### config.mk
export PLATFORM = sky130hd
export DESIGN_NAME = hs_spi_avmm_arb_flat
export DESIGN_NICKNAME = d
export VERILOG_FILES = /design/src/rtl/hs_spi_arb_pkg.sv /design/src/rtl/avmm_if.sv /design/src/rtl/hs_spi_arb_timer.sv /design/src/rtl/hs_spi_avmm_arb.sv /design/src/flat_wrapper.sv
export SDC_FILE = /design/constraint.sdc
export NUM_CORES = 1
export LEC_CHECK = 0
export ABC_AREA = 0
export BUFFER_PORTS_ARGS = -buffer_cell sky130_fd_sc_hd__buf_2
export CORE_AREA = 5 5 96 98
export DETAILED_ROUTE_END_ITERATION = 8
export DIE_AREA = 0 0 101 103
export PLACE_DENSITY_LB_ADDON = 0.15
export SKIP_LAST_GASP = 1
export SYNTH_ARGS = -nofsm -noshare
export SYNTH_HDL_FRONTEND = slang
export SYNTH_SLANG_ARGS = --single-unit
### constraint.sdc
create_clock -name clk -period 3.06 [get_ports clk]
set_clock_uncertainty 0.2 [all_clocks]
set_input_delay 0.306 -clock clk [delete_from_list [all_inputs] [get_ports clk]]
set_output_delay 0.306 -clock clk [all_outputs]
set_load 0.005 [all_outputs]
### src/rtl/hs_spi_arb_pkg.sv
// hs_spi_avmm_arb shared types: arbiter FSM state encoding and the
// filler word returned to a requester whose read response timed out.
package hs_spi_arb_pkg;

    typedef enum logic [1:0] {
        IDLE = 2'd0,
        CMD  = 2'd1,
        RESP = 2'd2
    } arb_state_t;

    localparam logic [31:0] HS_SPI_ARB_TIMEOUT_DATA = 32'hDEAD_BEEF;

endpackage

### src/rtl/avmm_if.sv
// Single-clock Avalon-MM bundle with slave-side (s) and master-side (m)
// modports; burstcount is sized for MAX_BURST beats.
interface avmm_if #(
    parameter int AW        = 10,
    parameter int DW        = 32,
    parameter int MAX_BURST = 1
);
    localparam int BW = $clog2(MAX_BURST) + 1;

    logic [AW-1:0]   address;
    logic            read;
    logic            write;
    logic [DW/8-1:0] byteenable;
    logic [DW-1:0]   writedata;
    logic [BW-1:0]   burstcount;
    logic [DW-1:0]   readdata;
    logic            readdatavalid;
    logic            waitrequest;

    modport s (
        input  address, read, write, byteenable, writedata, burstcount,
        output readdata, readdatavalid, waitrequest
    );

    modport m (
        output address, read, write, byteenable, writedata, burstcount,
        input  readdata, readdatavalid, waitrequest
    );

endinterface

### src/rtl/hs_spi_arb_timer.sv
// Read-response watchdog: clr zeroes the count, en advances it, expired
// is high while the count equals TIMEOUT-1. Ports: clk, rst, clr, en, expired.
module hs_spi_arb_timer #(
    parameter int TIMEOUT = 4096
) (
    input  logic clk,
    input  logic rst,
    input  logic clr,
    input  logic en,
    output logic expired
);
    localparam int CW = (TIMEOUT > 1) ? $clog2(TIMEOUT) : 1;

    logic [CW-1:0] cnt_q;

    always_ff @(posedge clk or posedge rst) begin
        if (rst) begin
            cnt_q <= '0;
        end else if (clr) begin
            cnt_q <= '0;
        end else if (en) begin
            cnt_q <= cnt_q + 1'b1;
        end
    end

    assign expired = (cnt_q == CW'(TIMEOUT - 1));

endmodule

### src/rtl/hs_spi_avmm_arb.sv
// Round-robin two-port Avalon-MM arbiter in front of one HS-SPI master.
// Ports: clk, rst (async high), s0/s1 requesters (avmm_if.s), m to the
// SPI master (avmm_if.m), busy, owner (last grant), err_timeout (sticky).
// Optional read timeout enabled by defining HS_SPI_ARB_TIMEOUT_EN.
module hs_spi_avmm_arb
    import hs_spi_arb_pkg::*;
#(
    parameter int AW      = 10,
    parameter int DW      = 32,
    parameter int TIMEOUT = 4096
) (
    input  logic clk,
    input  logic rst,
    avmm_if.s    s0,
    avmm_if.s    s1,
    avmm_if.m    m,
    output logic busy,
    output logic owner,
    output logic err_timeout
);

    arb_state_t    state_q;
    arb_state_t    state_d;
    logic          owner_d;
    logic          p0;
    logic          p1;
    logic          own_rd;
    logic          own_wr;
    logic          in_cmd;
    logic          in_resp;
    logic          tmo;
    logic          rsp_vld;
    logic [DW-1:0] rdata;

    assign p0      = s0.read | s0.write;
    assign p1      = s1.read | s1.write;
    assign in_cmd  = (state_q == CMD);
    assign in_resp = (state_q == RESP);
    assign own_rd  = owner ? s1.read  : s0.read;
    assign own_wr  = owner ? s1.write : s0.write;

`ifdef HS_SPI_ARB_TIMEOUT_EN
    logic expired;
    logic tmr_clr;
    logic unused_cfg;

    assign tmr_clr = (state_d == RESP) & ~in_resp;

    hs_spi_arb_timer #(
        .TIMEOUT (TIMEOUT)
    ) u_timer (
        .clk     (clk),
        .rst     (rst),
        .clr     (tmr_clr),
        .en      (in_resp),
        .expired (expired)
    );

    // Real data arriving on the expiry cycle takes precedence.
    assign tmo = in_resp & expired & ~m.readdatavalid;

    always_ff @(posedge clk or posedge rst) begin
        if (rst) begin
            err_timeout <= 1'b0;
        end else if (tmo) begin
            err_timeout <= 1'b1;
        end
    end

    assign unused_cfg = ^{AW};
`else
    logic unused_cfg;

    assign tmo         = 1'b0;
    assign err_timeout = 1'b0;
    assign unused_cfg  = ^{AW, TIMEOUT};
`endif

    assign rsp_vld = in_resp & (m.readdatavalid | tmo);
    assign rdata   = tmo ? DW'(HS_SPI_ARB_TIMEOUT_DATA) : m.readdata;

    always_comb begin
        state_d = state_q;
        owner_d = owner;
        unique case (state_q)
            IDLE: begin
                if (p0 | p1) begin
                    state_d = CMD;
                    // On contention the port that did not go last wins.
                    owner_d = (p0 & p1) ? ~owner : p1;
                end
            end
            CMD: begin
                if (!(own_rd | own_wr)) begin
                    state_d = IDLE;
                end else if (!m.waitrequest) begin
                    state_d = own_rd ? RESP : IDLE;
                end
            end
            RESP: begin
                if (m.readdatavalid | tmo) begin
                    state_d = IDLE;
                end
            end
            default: begin
                state_d = IDLE;
            end
        endcase
    end

    always_ff @(posedge clk or posedge rst) begin
        if (rst) begin
            state_q <= IDLE;
            owner   <= 1'b1;
            busy    <= 1'b0;
        end else begin
            state_q <= state_d;
            owner   <= owner_d;
            busy    <= (state_d != IDLE);
        end
    end

    assign m.address    = owner ? s1.address    : s0.address;
    assign m.byteenable = owner ? s1.byteenable : s0.byteenable;
    assign m.writedata  = owner ? s1.writedata  : s0.writedata;
    assign m.burstcount = owner ? s1.burstcount : s0.burstcount;
    assign m.read       = in_cmd & own_rd;
    assign m.write      = in_cmd & own_wr;

    assign s0.waitrequest   = ~(in_cmd & ~owner) | m.waitrequest;
    assign s1.waitrequest   = ~(in_cmd &  owner) | m.waitrequest;
    assign s0.readdatavalid = rsp_vld & ~owner;
    assign s1.readdatavalid = rsp_vld &  owner;
    assign s0.readdata      = rdata;
    assign s1.readdata      = rdata;

endmodule

### src/flat_wrapper.sv
// flat-port wrapper written by rule: the top's interface ports become plain ports
module hs_spi_avmm_arb_flat import hs_spi_arb_pkg::*;
#(
    parameter int AW      = 10,
    parameter int DW      = 32,
    parameter int TIMEOUT = 4096
)
  (clk, rst, busy, owner, err_timeout, s0_address, s0_read, s0_write, s0_byteenable, s0_writedata, s0_burstcount, s0_readdata, s0_readdatavalid, s0_waitrequest, s1_address, s1_read, s1_write, s1_byteenable, s1_writedata, s1_burstcount, s1_readdata, s1_readdatavalid, s1_waitrequest, m_address, m_read, m_write, m_byteenable, m_writedata, m_burstcount, m_readdata, m_readdatavalid, m_waitrequest);
  avmm_if #(.AW(AW), .DW(DW), .MAX_BURST(1)) s0_i ();
  avmm_if #(.AW(AW), .DW(DW), .MAX_BURST(1)) s1_i ();
  avmm_if #(.AW(AW), .DW(DW), .MAX_BURST(1)) m_i ();
  input  logic clk;
  input  logic rst;
  output logic busy;
  output logic owner;
  output logic err_timeout;
  input wire logic [$bits(s0_i.address)-1:0] s0_address;
  input wire logic [$bits(s0_i.read)-1:0] s0_read;
  input wire logic [$bits(s0_i.write)-1:0] s0_write;
  input wire logic [$bits(s0_i.byteenable)-1:0] s0_byteenable;
  input wire logic [$bits(s0_i.writedata)-1:0] s0_writedata;
  input wire logic [$bits(s0_i.burstcount)-1:0] s0_burstcount;
  output wire logic [$bits(s0_i.readdata)-1:0] s0_readdata;
  output wire logic [$bits(s0_i.readdatavalid)-1:0] s0_readdatavalid;
  output wire logic [$bits(s0_i.waitrequest)-1:0] s0_waitrequest;
  input wire logic [$bits(s1_i.address)-1:0] s1_address;
  input wire logic [$bits(s1_i.read)-1:0] s1_read;
  input wire logic [$bits(s1_i.write)-1:0] s1_write;
  input wire logic [$bits(s1_i.byteenable)-1:0] s1_byteenable;
  input wire logic [$bits(s1_i.writedata)-1:0] s1_writedata;
  input wire logic [$bits(s1_i.burstcount)-1:0] s1_burstcount;
  output wire logic [$bits(s1_i.readdata)-1:0] s1_readdata;
  output wire logic [$bits(s1_i.readdatavalid)-1:0] s1_readdatavalid;
  output wire logic [$bits(s1_i.waitrequest)-1:0] s1_waitrequest;
  output wire logic [$bits(m_i.address)-1:0] m_address;
  output wire logic [$bits(m_i.read)-1:0] m_read;
  output wire logic [$bits(m_i.write)-1:0] m_write;
  output wire logic [$bits(m_i.byteenable)-1:0] m_byteenable;
  output wire logic [$bits(m_i.writedata)-1:0] m_writedata;
  output wire logic [$bits(m_i.burstcount)-1:0] m_burstcount;
  input wire logic [$bits(m_i.readdata)-1:0] m_readdata;
  input wire logic [$bits(m_i.readdatavalid)-1:0] m_readdatavalid;
  input wire logic [$bits(m_i.waitrequest)-1:0] m_waitrequest;
  assign s0_i.address = s0_address;
  assign s0_i.read = s0_read;
  assign s0_i.write = s0_write;
  assign s0_i.byteenable = s0_byteenable;
  assign s0_i.writedata = s0_writedata;
  assign s0_i.burstcount = s0_burstcount;
  assign s0_readdata = s0_i.readdata;
  assign s0_readdatavalid = s0_i.readdatavalid;
  assign s0_waitrequest = s0_i.waitrequest;
  assign s1_i.address = s1_address;
  assign s1_i.read = s1_read;
  assign s1_i.write = s1_write;
  assign s1_i.byteenable = s1_byteenable;
  assign s1_i.writedata = s1_writedata;
  assign s1_i.burstcount = s1_burstcount;
  assign s1_readdata = s1_i.readdata;
  assign s1_readdatavalid = s1_i.readdatavalid;
  assign s1_waitrequest = s1_i.waitrequest;
  assign m_address = m_i.address;
  assign m_read = m_i.read;
  assign m_write = m_i.write;
  assign m_byteenable = m_i.byteenable;
  assign m_writedata = m_i.writedata;
  assign m_burstcount = m_i.burstcount;
  assign m_i.readdata = m_readdata;
  assign m_i.readdatavalid = m_readdatavalid;
  assign m_i.waitrequest = m_waitrequest;
  hs_spi_avmm_arb #(.AW(AW), .DW(DW), .TIMEOUT(TIMEOUT)) u_core (.clk(clk), .rst(rst), .s0(s0_i), .s1(s1_i), .m(m_i), .busy(busy), .owner(owner), .err_timeout(err_timeout));
endmodule
Word-level counts from Yosys, hierarchy flattened
Index checks and enable logic that the tools add are counted.
{ "totals": {"inputBits": 134, "register_bits": 4, "output_inout_bits": 120, "mem_bits_ro": 0, "elab_cells": 38, "mem_count": 0, "mem_bits_rw": 0, "latch_bits": 0} }
{ "op_classes": {"mul": 0, "n_bitwise": 17, "shifts": 0, "reduce_logical": 3, "n_eq_ne": 2, "muxes": 13, "addsub": 0, "order_cmp": 0, "n_div": 0} }
{ "op_table": {"columns": ["operator", "count"], "rows": [
  ["2-to-1 mux 32 bit", 1],
  ["2-to-1 mux 10 bit", 1],
  ["2-to-1 mux 2 bit", 5],
  ["bitwise AND 1 bit", 8],
  ["OR 1 bit", 6],
  ["case mux 2 bit (3 select lines)", 1],
  ["2-to-1 mux 1 bit", 4],
  ["2-to-1 mux 4 bit", 1],
  ["NOT 1 bit", 3],
  ["equality test 2 x 1 -> 1 bit, second input constant", 1],
  ["equality test 2 bit, second input constant", 1],
  ["zero test 2 bit", 1],
  ["AND reduction 2 bit", 1],
  ["nonzero test 2 bit", 1]
]} }

Logic depth before layout (Yosys ltp)
{ "depth": {"depth_word": 6, "depth_mapped": 4, "ltp_nobuf": 3} }

Worst setup path after synthesis
Ideal clock, no wire load.
{ "synth_path": {"kind": "reg-to-output", "start": "register u_core.owner", "end": "output port m_address[0]", "path_stages_with_launch": 4, "setup_slack_ns": 1.378, "n_path_buf": 2, "required_time_ns": 2.554, "arrival_time_ns": 1.176, "path_cell_list": "dfstp_2 > buf_6 > buf_4 > mux2_2"} }
{ "synth_between": {"elab_chain_cells": 1} }
{ "synth_rtl": {"columns": ["element", "line_no", "source"], "rows": [
  ["start: declaration", "hs_spi_avmm_arb.sv:18", "output logic owner,"],
  ["start signal: assignment", "hs_spi_avmm_arb.sv:118", "owner <= owner_d;"],
  ["2-to-1 mux 10 bit", "hs_spi_avmm_arb.sv:123", "assign m.address = owner ? s1.address : s0.address;"],
  ["end: declaration", "flat_wrapper.sv:35", "output wire logic [$bits(m_i.address)-1:0] m_address;"]
]} }
No other way between the ends.

Final worst setup path
{ "layout_path": {"start": "register u_core.owner", "end": "output port m_writedata[16]"} }
{ "layout_between": {"elab_chain_cells": 1} }
{ "layout_rtl": {"columns": ["element", "line_no", "source"], "rows": [
  ["2-to-1 mux 32 bit", "hs_spi_avmm_arb.sv:125", "assign m.writedata = owner ? s1.writedata : s0.writedata;"],
  ["end: declaration", "flat_wrapper.sv:39", "output wire logic [$bits(m_i.writedata)-1:0] m_writedata;"]
]} }
No other way between the ends.

==> impl_results.md <==
- Layout cell share with drive strength beyond 1: 0.883
- Slew Limit Fails: 0
- Final total power: 1.08 mW
- Core Region: 0.00838 sq mm
- Vias in the first global route: 1271
- IO Port Bufs: 156
- Setup Buffers After CTS: 0
- Number of buffers created by CTS: 3
- First-pass GRT wire length: 6020 um
- GR Overflow Total: 0
- Post-DR vias/cell: 3.80
- Ranking of synthesized cells by area: mux2_2 39%, buf_4 37%, dfrtp_1 5.6%
- Min cycle time layout: 2.35 ns
- Clk sinks: 4
- Leak: 0.961 nW
- GR Layer Usage met2: 0.123
- Total track usage: 0.0721
- Utilization after layout: 0.214
- Root buffer cell: clkbuf_8
- Filler Cells Inserted: 955
- FMAX: 425 MHz
- GRT Max-Usage Layer: met2
- Synth top area share: 0.391
- Synth Flop Type: dfrtp_1
- Gp weighted congestion: 0.620
- Run status: finished, final reports clean
- Footprint of the multi-input gates: 696 sq um
- Initial Util: 0.161
- Final Setup Violations: 0
- Worst Path Required: 2.55 ns
- Die extent in x: 101 um
- Post-Synth XOR/XNOR Area: 0
- CP arrival: 1.85 ns
- DR vias: 1317
- Number of synthesized flops with an enable pin: 0
- Hold Violations, Final: 0
- Post-synthesis cell count: 148
- Die area: 0.0104 sq mm
- Worst setup SP type: flip-flop
- Worst slew margin: 0.659
- Drt pass-1 iters: 2
- Die height: 103 um
- CP Class: flip-flop to output pin
- Post_cts resized: 0
- Setup TNS Final: 0 ns
- WHS: 0.169 ns
- Final period util: 0.769
- Global routing met1 resource utilization: 0.0727
- Syn. warnings: 0
- DRC: 0
- DP HPWL: 4100 um
- Worst-path clk slew: 0.03 ns
- Synth Area in Compound Gates: 0.0324
- Row count: 34
- CP Capture Type: output pin
- Multiplexer area fraction after synthesis: 0.414
- Nets: 374
- Post-synthesis adder-cell area fraction: 0
- WL/cell: 13.4 um
- Largest family of logic cells by synthesized area: multiplexers
- H-tree lvl count: 1
- Commonest non-fill, non-tap cells in the layout: 156 x buf_2, 47 x mux2_2
- Total wire length: 4670 um
- Peak VDD IR: 0.000174 V
- Met3 Track Usage GR: 0.0318
- Unrepaired setup endpoints after global routing: no
- P per Cell Area: 602 mW/mm^2
- Sequential area share after synthesis: 0.0749
- Syn Nets: 282
- Number of different library cells in the post-synthesis netlist: 23
- Post-route ant nets: 0
- CTS tree: built
- Least-Margin Pin Slew: 0.512 ns
- Max clock buf depth: 2
- Syn avg cell area: 9.14 sq um
- Synth area leader: mux2_2
- Synthesized area: 0.00135 sq mm
- DR iter-0 viols: 5
- Register bit total from synthesis: 4
- Max cap viols: 0
- Largest net degree at the start of global routing: 36
- Fin cells: 347
- Commonest non-fill, non-tap cell in the layout: buf_2
- I/O pin total: 254
- FF+latch area: 101 sq um
- Skew-Pair Late Insertion Delay: 0.22 ns
- Layout area overhead: 32.7%
- Simple-gate share of the synthesized area: 0.0657
- Worst min path class: input port to flip-flop
- CP max FO: 35
- Ys async rst share: 1.00
- Antenna cells: 0
- Post-placement cell count: 342
- Antenna violations before repair: 0
==> path summary, 6_finish.rpt <==
kind | from | to | slack [ns] | depth (start not counted)
max in group asynchronous | rst | u_core.owner | 2.11 | 3
max | u_core.owner | m_writedata[16] | 0.71 | 3
min | s1_write | u_core.state_q[0] | 0.17 | 3
max reg2reg | u_core.owner | u_core.state_q[0] | 1.30 | 3
min reg2reg | u_core.state_q[1] | u_core.owner | 0.44 | 2
min in group asynchronous | rst | u_core.busy | 0.32 | 3
==> state kept, by name (all words and copies together), names as in the netlist <==
signal and flops:
u_core.busy 1, u_core.owner 1, u_core.state_q 2
==> what timing repair did <==
action	in CTS	in global routing
endpoints found under the setup margin	0	0
endpoints found under the hold margin	4	0
hold buffers	1	0
==> kinds of logic after synthesis <==
logic type             count (synthesis)
AOI/OAI and AO/OA                      6
buffers and inverters                 73
DFF                                    4
muxes                                 49
other                                  1
and+or+nand+nor                       15
==> routing by layer <==
metal  vias up  routed length, um
li1        622                  -
met5         -                  0
met2       112               2210
met1       555               1460
met3        28                850
met4         0                142
==> metrics by stage <==
stage,worst slack (ns),area (sq um)
after CTS,0.646,1800
after global routing,0.587,1800
final,0.706,1800
after global placement,0.922,1740
after detailed placement,0.881,1740
after floorplan,1.38,1350
==> worst max-delay path: stages, from the launching register on <==
cell and delay [ns]:
dfstp_2 0.85, buf_12 0.28, mux2_2 0.35, buf_2 0.13
==> synth_stat cells (2+ instances only) <==
master and n:
buf_4 67, mux2_2 47, buf_6 4, dfrtp_1 3, nand2_1 3, nor2_1 3, o21ai_0 3, inv_1 2
mux2_4 2
==> power breakdown <==
group,switching [mW],leakage [nW],total [mW],internal [mW]
combinational,0.307,0.892,0.801,0.494
clock,0.0291,0.0228,0.118,0.0891
sequential,0.0778,0.0467,0.163,0.0848
total,0.414,0.961,1.08,0.668
==> area by class of cell <==
type                       count  share of cell area
clock buffer                   4              0.0251
inverter                       2             0.00418
multi-input combinational     71               0.387
sequential                     4              0.0564
tap                          108              0.0753
timing repair buffer         158               0.452
(Power assumes the default switching activity.)
